$ cat config.mk
export PLATFORM = sky130hd
export DESIGN_NAME = regfile_sb
export DESIGN_NICKNAME = d
export VERILOG_FILES = /design/src/rtl/regfile_sb.sv
export SDC_FILE = /design/constraint.sdc
export NUM_CORES = 2
export LEC_CHECK = 0
export ABC_CLOCK_PERIOD_IN_PS = 6300
export CORE_MARGIN = 3
export CORE_UTILIZATION = 63
export CTS_CLUSTER_DIAMETER = 30
export CTS_CLUSTER_SIZE = 8
export DETAILED_ROUTE_END_ITERATION = 8
export GPL_TIMING_DRIVEN = 0
export PLACE_DENSITY = 0.83
export SLEW_MARGIN = 15
export SYNTH_ARGS = -nofsm -noshare
export SYNTH_HDL_FRONTEND = slang
export SYNTH_SLANG_ARGS = --single-unit
$ cat constraint.sdc
create_clock -name clk -period 6.3 [get_ports clk]
set_input_delay 1.26 -clock clk [delete_from_list [all_inputs] [get_ports clk]]
set_output_delay 1.26 -clock clk [all_outputs]
set_load 0.05 [all_outputs]
$ cat src/rtl/regfile_sb.sv
`default_nettype none
// ============================================================================
//  Module   : regfile_sb
//  Purpose  : 2R/1W register file with registered reads, write->read bypass
//             and a per-register pending-write scoreboard for RAW detection.
//  Revision : 1.0  initial release
// ============================================================================
module regfile_sb #(
    parameter int WIDTH = 32,
    parameter int DEPTH = 32,
    parameter int AW    = 5
) (
    input  logic             clk,
    input  logic             rst_n,
    input  logic             rd_en,
    input  logic [AW-1:0]    rs1_addr,
    input  logic [AW-1:0]    rs2_addr,
    output logic [WIDTH-1:0] rs1_data,
    output logic [WIDTH-1:0] rs2_data,
    output logic             rs1_pend,
    output logic             rs2_pend,
    output logic             rd_valid,
    input  logic             wr_en,
    input  logic [AW-1:0]    wr_addr,
    input  logic [WIDTH-1:0] wr_data,
    input  logic             iss_en,
    input  logic [AW-1:0]    iss_addr,
    output logic [AW:0]      pend_cnt
);

    localparam logic [AW:0] c_depth = (AW+1)'(DEPTH);

    logic [WIDTH-1:0] r_regs [DEPTH];
    logic [DEPTH-1:0] r_pend;
    logic [DEPTH-1:0] w_pend_nxt;
    logic [AW:0]      w_cnt_nxt;

    logic             w_wr_ok;
    logic             w_iss_ok;
    logic             w_rs1_ok;
    logic             w_rs2_ok;
    logic             w_rs1_byp;
    logic             w_rs2_byp;
    logic [WIDTH-1:0] w_rs1_val;
    logic [WIDTH-1:0] w_rs2_val;
    logic             w_rs1_pnd;
    logic             w_rs2_pnd;

    // Register 0 and out-of-range addresses are never valid targets or sources.
    assign w_wr_ok  = wr_en  && (wr_addr  != '0) && ({1'b0, wr_addr}  < c_depth);
    assign w_iss_ok = iss_en && (iss_addr != '0) && ({1'b0, iss_addr} < c_depth);
    assign w_rs1_ok = (rs1_addr != '0) && ({1'b0, rs1_addr} < c_depth);
    assign w_rs2_ok = (rs2_addr != '0) && ({1'b0, rs2_addr} < c_depth);

    assign w_rs1_byp = w_wr_ok && (wr_addr == rs1_addr);
    assign w_rs2_byp = w_wr_ok && (wr_addr == rs2_addr);

    assign w_rs1_val = !w_rs1_ok ? '0 : (w_rs1_byp ? wr_data : r_regs[rs1_addr]);
    assign w_rs2_val = !w_rs2_ok ? '0 : (w_rs2_byp ? wr_data : r_regs[rs2_addr]);

    // A same-cycle writeback satisfies the read; a same-cycle issue is younger.
    assign w_rs1_pnd = w_rs1_ok && r_pend[rs1_addr] && !w_rs1_byp;
    assign w_rs2_pnd = w_rs2_ok && r_pend[rs2_addr] && !w_rs2_byp;

    // Clear before set so a newer issue to the same address stays outstanding.
    always_comb begin
        w_pend_nxt = r_pend;
        if (w_wr_ok) begin
            w_pend_nxt[wr_addr] = 1'b0;
        end
        if (w_iss_ok) begin
            w_pend_nxt[iss_addr] = 1'b1;
        end
        w_pend_nxt[0] = 1'b0;
    end

    always_comb begin
        w_cnt_nxt = '0;
        for (int i = 0; i < DEPTH; i++) begin
            w_cnt_nxt = w_cnt_nxt + {{AW{1'b0}}, w_pend_nxt[i]};
        end
    end

    always_ff @(posedge clk or negedge rst_n) begin
        if (!rst_n) begin
            for (int i = 0; i < DEPTH; i++) begin
                r_regs[i] <= '0;
            end
        end else if (w_wr_ok) begin
            r_regs[wr_addr] <= wr_data;
        end
    end

    always_ff @(posedge clk or negedge rst_n) begin
        if (!rst_n) begin
            r_pend   <= '0;
            pend_cnt <= '0;
        end else begin
            r_pend   <= w_pend_nxt;
            pend_cnt <= w_cnt_nxt;
        end
    end

    always_ff @(posedge clk or negedge rst_n) begin
        if (!rst_n) begin
            rs1_data <= '0;
            rs2_data <= '0;
            rs1_pend <= 1'b0;
            rs2_pend <= 1'b0;
            rd_valid <= 1'b0;
        end else begin
            rd_valid <= rd_en;
            if (rd_en) begin
                rs1_data <= w_rs1_val;
                rs2_data <= w_rs2_val;
                rs1_pend <= w_rs1_pnd;
                rs2_pend <= w_rs2_pnd;
            end
        end
    end

endmodule
`default_nettype wire
==> summary.txt <==
Detailed routing
  – Vias per cell: 7.344
  – WL/cell: 35.47 um
  – Antenna viol nets, final: 0
  – DRT Wirelength: 197.9 mm
  – Router iterations before antenna repair: 9
  – DR vias: 40,971
  – Drt initial violations: 5,771
  – Residual DRC: between 40 and 50

Synthesis
  – Largest family of logic cells by synthesized area: multiplexers
  – Syn_nets: 3,837
  – Count leader, synth: dfrtp_1
  – Sequential share of the synthesized area: 47.54%
  – Multiplexer share of the synthesized area: 43.45%
  – Ys flop type: dfrtp_1
  – Top post-synthesis cells by area: dfrtp_1 (48%), mux4_2 (24%), mux2_2 (19%), clkbuf_1 (1.7%), nand2b_1 (1.4%)
  – Xor/xnor cell area share of the yosys netlist: less than 1%
  – Yosys top cell area share: 47.54%
  – Number of flops mapped to enable cells by yosys: 0
  – Yosys top cell by area: dfrtp_1
  – Synth Instances: 3,750
  – Async SR Flop Fraction: 100.0%
  – Synth Area in Simple Gates: under 10%
  – Distinct cells, synth: 55
  – Flops & latches, synth: 1,128
  – Top post-synthesis cells by count: dfrtp_1 (1,128), mux2_2 (1,002), mux4_2 (640)
  – Syn. warnings: 0
  – Synthesized cell area: ~0.059 mm^2
  – Post-Synth Adder-Cell Area: 0.9230%
  – Compound-Gate Fraction of Synth Area: 1.865%
  – Mean Syn Cell Area: ~16 um^2

STA
  – Actual slew at the worst max-slew pin: 1389 ps
  – Clock Skew: ~45 ps
  – Final Hold Fails: 0
  – Max-slew violations: 0
  – Fin crit share: 101.5%
  – Unrepaired setup endpoints after global routing: yes
  – Fin worst setup slack: -93.08 ps
  – Setup tns final: -93.08 ps
  – Max-slew headroom: 7.379%
  – Fin crit period: about 6400 ps
  – Final Setup Violations: 1
  – Fmax: around 0.16 GHz

Worst setup path
  – Reg2reg end: pend_cnt[4]$_DFF_PN0_
  – Internal reg-to-reg setup slack: between 900 and 1000 ps
  – CP max stage cell: fa_1
  – Crit-path max FO: 6
  – Setup crit end kind: flop
  – Critical path class: input pin to flop
  – Worst path max stage delay: between 500 and 600 ps
  – CP arrival: 7120 ps
  – Data required, critical path: between 7000 and 8000 ps
  – Critical R2R Launch: r_pend[8]$_DFF_PN0_
  – Crit path top cell by count: fa_1
  – Crit-path leading delay family: adder cells
  – CP Cell Sequence: buf_4 > buf_12 > nand2b_4 > nor2_4 > buf_4 > nand2_4 > buf_12 > a22oi_2 > fa_1 > inv_1 > fa_1 > fa_1 > fa_1 > inv_2 > fa_2 > fa_1 > inv_2 > fa_2 > fa_2 > a21o_1 > a21oi_2 > xnor2_1
  – Critical path startpoint category: input pin
  – Buffers & Inverters on Critical Path: 7
  – R2R depth: 16

Clocking
  – H-tree levels: 4
  – Clk_lat worst skew: 810 ps
  – Sink Count: 1,128
  – CTS max path bufs: 3
  – TritonCTS Buffers: 216
  – TritonCTS clock tree: done
  – Clock slew at reported path FFs: 50 ps
  – Root buffer cell: clkbuf_16

Hold path
  – Hold/Removal Path Class: input pin to async pin

Global route
  – Largest net degree at the start of global routing: 151
  – Tot GR Track Use: 40.29%
  – Total congestion overflow: 0
  – Initial antenna violation count: 11
  – First-pass GRT wire length: 284.0 mm
  – Number of global-route vias before repair: 42,385

Final layout
  – Area growth from synthesis to layout: 19.70%
  – Ratio of cells with drive above 1 in the final layout: 51.91%
  – Fin util: 76.83%
  – # fillers: 4,971
  – Layout Nets: 4,238

Floorplan
  – Ports: 130
  – DIE WIDTH: about 310 um
  – Full die area: 0.09796 mm^2
  – Row Count: 111
  – Starting Density: 64.19%
  – Core Region: 0.09250 mm^2
  – Die Ht: ~310 um

Placement
  – Routability Congestion: 0.9536
  – IO buf count: 120
  – DP HPWL: roughly 130 mm

Pwr
  – Pwr dens: between 400 and 500 mW/mm^2
  – Static leakage: 0.03052 uW
  – VDD IR-drop max: between 0.001 and 0.0015 V

Run
  – Maxcap violations: 0

Status
  – Failing checks: design-rule violations, negative setup slack
  – Outcome: complete, but fails checks
how the worst max path moves through the flow:
stage / startpoint / endpoint / slack, ps / cells after the start
final: wr_addr[3] / pend_cnt[4]$_DFF_PN0_ / -90 / 22
after detailed placement: wr_en / pend_cnt[4]$_DFF_PN0_ / -2100 / 18
after floorplan: wr_addr[2] / pend_cnt[4]$_DFF_PN0_ / -150 / 21
after global routing: wr_addr[3] / pend_cnt[4]$_DFF_PN0_ / -180 / 22
after CTS: wr_addr[4] / pend_cnt[4]$_DFF_PN0_ / 0.5 / 22
after global placement: rst_n / r_regs[13]$_DFFE_PN0P_ / -46990 / 1
repair_timing:
action,CTS,global route
hold buffers,0,0
cloned,0,2
pin swaps,7,25
resized for setup,79,56
buffers inserted,10,37
endpoints found under the setup margin,6,4
cell families after synthesis:
kind of cell,count (synthesis)
simple gates,307
mux,1652
fa+ha+maj,30
compound gates,147
buf+inv,473
flops,1128
xor+xnor,13
per-stage QoR:
step	cell area (um^2)	hold slack, ps	power (uW)	cells	setup WS, ps
detailed placement	62680	464.5	17020	5130	-2105
finish	71070	362.4	29310	5579	-93.08
CTS	70570	373.1	28950	5530	0.5178
global route	71040	396.1	30340	5568	-182.4
global placement	62260	452.7	16630	5113	-46990
floorplan	59500	441.3	14890	3750	-151.2
power by group:
| group | leakage [uW] | switching (uW) | internal (uW) |
|---|---|---|---|
| Combinational | 0.0124 | 3570 | 3940 |
| Clock | 0.00365 | 4030 | 7850 |
| Sequential | 0.0144 | 1170 | 8740 |
| Total | 0.0305 | 8780 | 20500 |
sequential cells by signal, indices dropped and copies added (netlist names):
name / flops
rs2_data: 32
pend_cnt: 6
rs2_pend: 1
rs1_data: 32
rd_valid: 1
r_pend: 31
rs1_pend: 1
r_regs: 1024
layout by cell type (no fill, tap or decap), drive strengths merged, types with 8 or more instances in the layout:
| cell | synthesis | layout |
|---|---|---|
| a22oi | 70 | 70 |
| inv | 60 | 70 |
| a2111oi | 8 | 8 |
| mux2 | 1002 | 1002 |
| nand3 | 72 | 72 |
| nor2b | 11 | 11 |
| a22o | 12 | 12 |
| mux4 | 640 | 640 |
| bufinv | 0 | 28 |
| xnor2 | 12 | 12 |
| buf | 144 | 201 |
| nand2 | 41 | 41 |
| diode | 0 | 13 |
| fa | 23 | 23 |
| clkdlybuf4s50 | 0 | 110 |
| clkinv | 2 | 47 |
| nand2b | 132 | 132 |
| nor2 | 27 | 27 |
| o21ai | 16 | 16 |
| dfrtp | 1128 | 1128 |
| clkinvlp | 0 | 21 |
| clkbuf | 267 | 562 |
| mux2i | 10 | 10 |
per-layer routing:
layer | global-route usage [%] | vias to the layer above | wire length, um
met3 | 16.66 | 897 | 26690
met5 | 0.6917 | - | 138
li1 | - | 15320 | -
met4 | 22.89 | 10 | 14010
met2 | 60.39 | 3191 | 90290
met1 | 49.83 | 21553 | 66770
layout make-up:
class | count | area, um^2 | share of cell area [%]
well taps | 1243 | 1555 | 2.188
inverters | 62 | 232.7 | 0.3275
diodes | 13 | 32.53 | 0.04577
flip-flops and latches | 1128 | 28230 | 39.72
repair buffers | 187 | 1996 | 2.808
clock buffers | 286 | 6028 | 8.482
multi-input cells | 2149 | 29650 | 41.72
plain buffers | 407 | 1837 | 2.584
clock inverters | 104 | 1513 | 2.128
No activity file was read; power rests on OpenSTA's default activity.
